===== src/rtl/clock_gating_ctrl_if.sv =====
// Control and status bundle for the multi-channel clock-gating controller.
// The master side is the power-control logic; the slave side is the controller itself.
interface clock_gating_ctrl_if #(
    parameter int NUM_CH = 4
);
    localparam int CNT_W = $clog2(NUM_CH + 1);

    logic [NUM_CH-1:0] i_en;
    logic [NUM_CH-1:0] i_busy;
    logic              i_test_en;
    logic [NUM_CH-1:0] o_clk;
    logic [NUM_CH-1:0] o_clk_on;
    logic [NUM_CH-1:0] o_sleep;
    logic [CNT_W-1:0]  o_active_cnt;

    modport master (
        output i_en,
        output i_busy,
        output i_test_en,
        input  o_clk,
        input  o_clk_on,
        input  o_sleep,
        input  o_active_cnt
    );

    modport slave (
        input  i_en,
        input  i_busy,
        input  i_test_en,
        output o_clk,
        output o_clk_on,
        output o_sleep,
        output o_active_cnt
    );
endinterface


===== src/rtl/clock_gating_ctrl.sv =====
// Multi-channel clock-gating controller: per-channel OFF/RUN/DRAIN/SLEEP state machine
// with idle-driven sleep, plus a low-phase latch gating cell per channel.
module clock_gating_ctrl #(
    parameter int NUM_CH   = 4,
    parameter int IDLE_CYC = 16
) (
    input  logic               i_clk,
    input  logic               i_reset,
    clock_gating_ctrl_if.slave bus
);
    localparam int IDLE_W = $clog2(IDLE_CYC + 1);
    localparam int CNT_W  = $clog2(NUM_CH + 1);
    localparam logic [IDLE_W-1:0] IDLE_LAST = IDLE_W'(IDLE_CYC - 1);

    typedef enum logic [1:0] {
        S_OFF,
        S_RUN,
        S_DRAIN,
        S_SLEEP
    } state_t;

    state_t            state    [NUM_CH];
    logic [IDLE_W-1:0] idle_cnt [NUM_CH];
    logic [NUM_CH-1:0] clk_on_q;
    logic [NUM_CH-1:0] sleep_q;
    logic [NUM_CH-1:0] en_lat;
    logic [CNT_W-1:0]  active_cnt;

    // NOTE: sequential state uses non-blocking assignments so every channel sees pre-edge values.
    always_ff @(posedge i_clk) begin
        for (int ch = 0; ch < NUM_CH; ch++) begin
            if (i_reset || (state[ch] != S_OFF && !bus.i_en[ch])) begin
                state[ch]    <= S_OFF;
                idle_cnt[ch] <= '0;
                clk_on_q[ch] <= 1'b0;
                sleep_q[ch]  <= 1'b0;
            end else begin
                case (state[ch])
                    S_OFF: begin
                        if (bus.i_en[ch]) begin
                            state[ch]    <= S_RUN;
                            clk_on_q[ch] <= 1'b1;
                            sleep_q[ch]  <= 1'b0;
                        end
                    end
                    S_RUN: begin
                        if (!bus.i_busy[ch]) begin
                            state[ch]    <= S_DRAIN;
                            idle_cnt[ch] <= '0;
                        end
                    end
                    S_DRAIN: begin
                        if (bus.i_busy[ch]) begin
                            state[ch]    <= S_RUN;
                            idle_cnt[ch] <= '0;
                        end else if (idle_cnt[ch] == IDLE_LAST) begin
                            state[ch]    <= S_SLEEP;
                            clk_on_q[ch] <= 1'b0;
                            sleep_q[ch]  <= 1'b1;
                        end else begin
                            idle_cnt[ch] <= idle_cnt[ch] + IDLE_W'(1);
                        end
                    end
                    S_SLEEP: begin
                        // Wake costs one cycle: the pulse at the wake edge is still gated.
                        if (bus.i_busy[ch]) begin
                            state[ch]    <= S_RUN;
                            clk_on_q[ch] <= 1'b1;
                            sleep_q[ch]  <= 1'b0;
                        end
                    end
                    default: begin
                        state[ch] <= S_OFF;
                    end
                endcase
            end
        end
    end

    // NOTE: this latch is intentional; it only opens while i_clk is low, so an enable
    // change can never clip or extend a high phase of the gated clock.
    always_latch begin
        if (!i_clk) begin
            en_lat <= clk_on_q | {NUM_CH{bus.i_test_en}};
        end
    end

    assign bus.o_clk = {NUM_CH{i_clk}} & en_lat;

    // NOTE: combinational logic uses blocking assignments with a default first, so no latch is inferred.
    always_comb begin
        active_cnt = '0;
        for (int ch = 0; ch < NUM_CH; ch++) begin
            active_cnt = active_cnt + CNT_W'(clk_on_q[ch]);
        end
    end

    assign bus.o_clk_on     = clk_on_q;
    assign bus.o_sleep      = sleep_q;
    assign bus.o_active_cnt = active_cnt;
endmodule


===== src/flat_wrapper.sv =====
// flat-port wrapper written by rule: the top's interface ports become plain ports
module clock_gating_ctrl_flat 
#(
    parameter int NUM_CH   = 4,
    parameter int IDLE_CYC = 16
)
  (i_clk, i_reset, bus_i_en, bus_i_busy, bus_i_test_en, bus_o_clk, bus_o_clk_on, bus_o_sleep, bus_o_active_cnt);
  clock_gating_ctrl_if #(.NUM_CH(NUM_CH)) bus_i ();
  input  logic i_clk;
  input  logic i_reset;
  input wire logic [$bits(bus_i.i_en)-1:0] bus_i_en;
  input wire logic [$bits(bus_i.i_busy)-1:0] bus_i_busy;
  input wire logic [$bits(bus_i.i_test_en)-1:0] bus_i_test_en;
  output wire logic [$bits(bus_i.o_clk)-1:0] bus_o_clk;
  output wire logic [$bits(bus_i.o_clk_on)-1:0] bus_o_clk_on;
  output wire logic [$bits(bus_i.o_sleep)-1:0] bus_o_sleep;
  output wire logic [$bits(bus_i.o_active_cnt)-1:0] bus_o_active_cnt;
  assign bus_i.i_en = bus_i_en;
  assign bus_i.i_busy = bus_i_busy;
  assign bus_i.i_test_en = bus_i_test_en;
  assign bus_o_clk = bus_i.o_clk;
  assign bus_o_clk_on = bus_i.o_clk_on;
  assign bus_o_sleep = bus_i.o_sleep;
  assign bus_o_active_cnt = bus_i.o_active_cnt;
  clock_gating_ctrl #(.NUM_CH(NUM_CH), .IDLE_CYC(IDLE_CYC)) u_core (.i_clk(i_clk), .i_reset(i_reset), .bus(bus_i));
endmodule

===== config.mk =====
export PLATFORM = sky130hd
export DESIGN_NAME = clock_gating_ctrl_flat
export DESIGN_NICKNAME = d
export VERILOG_FILES = /design/src/rtl/clock_gating_ctrl_if.sv /design/src/rtl/clock_gating_ctrl.sv /design/src/flat_wrapper.sv
export SDC_FILE = /design/constraint.sdc
export NUM_CORES = 1
export LEC_CHECK = 0
export CAP_MARGIN = 20
export CORE_ASPECT_RATIO = 0.75
export CORE_UTILIZATION = 38
export DETAILED_ROUTE_END_ITERATION = 7
export RECOVER_POWER = 100
export SLEW_MARGIN = 40
export SYNTH_ARGS = -nofsm -noshare
export SYNTH_HDL_FRONTEND = slang
export SYNTH_SLANG_ARGS = --single-unit

===== constraint.sdc =====
create_clock -name i_clk -period 3.08 [get_ports i_clk]
set_clock_uncertainty 0.1 [all_clocks]
set_input_delay 0.616 -clock i_clk [delete_from_list [all_inputs] [get_ports i_clk]]
set_output_delay 0.616 -clock i_clk [all_outputs]
set_load 0.01 [all_outputs]

Word-level counts from Yosys, hierarchy flattened
Memory sizes are Yosys's and may differ from the RTL's. Index checks and enable logic that the tools add are counted.

Register bits: 8. Bits in latches: 4. RAM bits: 28. Input port bits: 11. Output and inout bits: 15. Word-level logic and storage cells: 297. Memories: 2.

Add/sub/neg operators: 7. Equality and inequality tests: 32. Muxes and demuxes: 182. Bitwise logic cells: 34. Reductions and logical operators: 28.

Memories: u_core.idle_cnt (words 4, width 5, rd ports 4, clocked after memory_dff 0, wr ports 4, RTL line clock_gating_ctrl.sv:23) `logic [IDLE_W-1:0] idle_cnt [NUM_CH];`; u_core.state (words 4, width 2, rd ports 4, clocked after memory_dff 0, wr ports 4, RTL line clock_gating_ctrl.sv:22) `state_t state [NUM_CH];`.

Operator list (number): 2-to-1 mux 1 bit (140); 2-to-1 mux 5 bit (12); 2-to-1 mux 2 bit (20); OR 1 bit (32); inequality test 2 bit (second input constant) (12); case mux 1 bit (3 select lines) (8); adder 5 x 1 -> 5 bit (second input constant) (4); == test 5 x 4 -> 1 bit (second input constant) (4); AND reduction 5 bit (4); == test 2 bit (second input constant) (8); nonzero test 3 bit (4); == test 2 x 1 -> 1 bit (second input constant) (4); zero test 2 bit (4); 2-to-1 mux 4 bit (2); inequality test 2 x 1 -> 1 bit (second input constant) (4); nonzero test 2 bit (4); adder 3 x 1 -> 3 bit (2); bitwise AND 4 bit (1); logical AND 1 bit (4); zero test 1 bit (4); logical OR 1 bit (4); OR 4 bit (1); adder 1 x 1 -> 2 bit (1).

Logic depth before layout (Yosys ltp)
Gate-level depths: netlist (run 1). An unclocked memory read counts as a cell.

Depth in word-level cells: 11. Mapped depth: 7. Gate-level depth less buffers: 7.

==> results.sh, run 1 <==
export IMPL_io_pins=26
export IMPL_maxCapViolations=0
export IMPL_hpwl_mm=3.26
export IMPL_num_rows=24
export IMPL_routed_wl_mm=4.48
export IMPL_fin_ws_ps=-213
export IMPL_cp_required_ps=2360
export IMPL_antenna_found_initial=0
export IMPL_outcome="finished, violations left"
export IMPL_placed_area_um2=2640
export IMPL_ant_nets=0
export IMPL_ir_drop_uv=297
export IMPL_fin_hold_ws_ps=383
export IMPL_p_leak_nw=1.11
export IMPL_rsz0062_at_grt="true"
export IMPL_cpPeakStageDelay_ps=390
export IMPL_path_max_fanout=1
export IMPL_grt_pass1_vias=1731
export IMPL_hold_violations=0
export IMPL_cts_setup_buffers=0
export IMPL_syn_to_final_growth_pct=20.2
export IMPL_dieWidth_um=92.1
export IMPL_first_pass_iters=4
export IMPL_yosysTopAreaCellShare=0.364
export IMPL_core_area_um2=5830
export IMPL_cp_arrival_ps=2580
export IMPL_min_path_type="flip-flop to flip-flop"
export IMPL_final_nets=299
export IMPL_slowest_stage="dlxtn_1"
export IMPL_tightest_slew_ps=564
export IMPL_synthDistinctLibCells=40
export IMPL_antenna_cells=0
export IMPL_synth_area_leader_cell="edfxtp_1"
export IMPL_failed_checks="negative setup slack"
export IMPL_synthesis_nets=269
export IMPL_layout_drive_gt1_share=0.124
export IMPL_yosys_warnings=0
export IMPL_setup_viol=8
export IMPL_initial_core_util=0.397
export IMPL_syn_area_um2=2310
export IMPL_gr_total_overflow=0
export IMPL_ctsHoldBuffers=0
export IMPL_track_usage=0.157
export IMPL_place_inst=340
export IMPL_ff2ff_path_depth=6
export IMPL_criticalPathCategory="latch to primary output"
export IMPL_worst_path_stages=2
export IMPL_crit_family="latches"
export IMPL_syn_avg_cell_area_um2=9.52
export IMPL_die_area_um2=6400
export IMPL_vias=1747
export IMPL_power_mw=1.81
export IMPL_drt_iter0_drc=66
export IMPL_report_final_slew_viol_count=0
export IMPL_ys_seq_elements=40
export IMPL_end_kind="primary output"
export IMPL_syn_inst=243
export IMPL_cp_start_kind="latch"
export IMPL_vias_per_cell=4.95
export IMPL_cp_num_buf_inv=1
export IMPL_die_h_um=69.6
export IMPL_insertion_delay_ps=390
export IMPL_slew_headroom=0.623
export IMPL_layout_cells_non_filler=353
export IMPL_path_cells="and2_4, buf_6"
export IMPL_tritoncts="built"
export IMPL_grt_max_degree=13
export IMPL_remaining_drc_errors=0
export IMPL_cts_clk_slew_worst_paths_ps=70
export IMPL_gp_congestion=0.748
export IMPL_wl_per_cell_um=12.7
export IMPL_grt_pass1_wl_mm=7.73
export IMPL_io_buffer_count=25
export IMPL_powerDensity_nw_per_um2=650
export IMPL_fin_area_um2=2780
export IMPL_holdPathStages=2
export IMPL_synthTopCellsByArea="edfxtp_1 (36%), ha_1 (7.6%), dfxtp_1 (6.9%)"
==> cell usage in the layout, fill, tap and decap left out, types with 6 or more instances in the layout <==
cell type / netlist / final
nand2_1: 20 / 20
clkdlybuf4s50_1: 0 / 9
nand2b_1: 11 / 11
clkbuf_8: 0 / 9
dlygate4sd3_1: 0 / 12
nor2_1: 32 / 32
ha_1: 14 / 14
a21oi_1: 10 / 10
xnor2_1: 6 / 6
o21ai_0: 10 / 10
dfxtp_1: 8 / 8
nand3_1: 9 / 9
edfxtp_1: 28 / 28
inv_1: 16 / 16
==> kinds of logic (layout without fill, tap and decap cells) <==
logic type / Yosys count / count (layout) / share of synthesized area
latches: 4 / 4 / 0.0260
buffers and inverters: 24 / 56 / 0.0422
AO/OA/AOI/OAI: 38 / 38 / 0.106
multiplexers: 2 / 2 / 0.00974
XOR/XNOR: 11 / 11 / 0.0417
flip-flops: 36 / 36 / 0.433
AND/OR/NAND/NOR: 113 / 113 / 0.258
adder cells (fa/ha/maj): 15 / 15 / 0.0844
==> what timing repair did <==
| item | in CTS | in global routing |
|---|---|---|
| pin swaps | 3 | 0 |
| setup endpoints to repair | 8 | 8 |
| gates resized for setup | 22 | 5 |
==> cell usage after synthesis <==
master and number:
a21boi_0 5, a21oi_1 10, a221oi_1 1, a311o_1 1
a31oi_1 2, and2_1 5, and3_1 4, and3b_1 1
buf_4 2, clkbuf_1 6, dfxtp_1 8, dlxtn_1 4
edfxtp_1 28, fa_1 1, ha_1 14, inv_1 16
mux2_2 2, nand2_1 20, nand2b_1 11, nand3_1 9
nand3b_1 2, nand4_1 1, nand4b_1 3, nor2_1 32
nor2_2 4, nor2b_1 4, nor3_1 5, nor4bb_1 1
o21ai_0 10, o21bai_1 3, o221a_2 1, o221ai_1 3
o31ai_1 2, or2_2 5, or2b_1 2, or3_4 1
or3b_1 1, or4_4 2, xnor2_1 6, xor2_1 5
==> report_power, final <==
part,internal [mW],leakage [nW],switching (mW)
sequential,0.662,0.406,0.0688
combinational,0.190,0.591,0.230
clock,0.388,0.115,0.269
total,1.24,1.11,0.568
==> stage by stage <==
step,utilization,setup slack (ps),setup TNS (ps)
floorplan,-,303,0
global placement,0.453,-166,-648
detailed placement,0.453,-169,-672
CTS,0.478,-231,-872
global route,0.477,-249,-970
finish,0.477,-213,-818
==> path summary, 6_finish.rpt <==
check	start	endpoint	slack (ps)
max	u_core.en_lat[3]$_DLATCH_N_	bus_o_clk[3]	-210
max reg2reg	u_core.idle_cnt[0][5]$_SDFFCE_PN0P_	u_core.idle_cnt[0][8]$_SDFFCE_PN0P_	750
min	u_core.bus.o_sleep[1]$_SDFFE_PN0P_	u_core.bus.o_sleep[1]$_SDFFE_PN0P_	380
min reg2reg	u_core.bus.o_sleep[1]$_SDFFE_PN0P_	u_core.bus.o_sleep[1]$_SDFFE_PN0P_	380
==> worst reg2reg max path, delay by kind of cell, from the launching register on <==
| kind | cells | cell delay [ps] |
|---|---|---|
| AO/OA/AOI/OAI | 2 | 670 |
| flip-flops | 1 | 420 |
| adder cells (fa/ha/maj) | 2 | 470 |
| AND/OR/NAND/NOR | 2 | 320 |
==> area by class of cell <==
| class | count | area (um2) |
|---|---|---|
| Fill cell | 571 | 3050 |
| Sequential cell | 40 | 1060 |
| Timing Repair Buffer | 23 | 221 |
| Tap cell | 78 | 97.6 |
| Multi-Input combinational cell | 179 | 1150 |
| Clock buffer | 16 | 180 |
| Clock inverter | 1 | 5.00 |
| Inverter | 16 | 60.1 |
==> per-layer routing <==
layer	vias to the layer above	track usage	routed length, um
met4	0	0.102	106
li1	905	-	-
met1	805	0.212	2320
met3	10	0.0504	176
met2	27	0.214	1880
met5	-	0	0
==> registers in the layout, summed over array words and instances (netlist names) <==
register / count
u_core.bus.o_clk_on: 4
u_core.bus.o_sleep: 4
u_core.en_lat: 4
u_core.idle_cnt: 20
u_core.state: 8
Note: power is estimated with default switching activity, not from simulation.
==> run 2: changes to the inputs <==
Settings changed: ABC_AREA from default to 0.
==> results of run 2 <==
No change in the layout: final DEF, timing and power equal those of run 1.
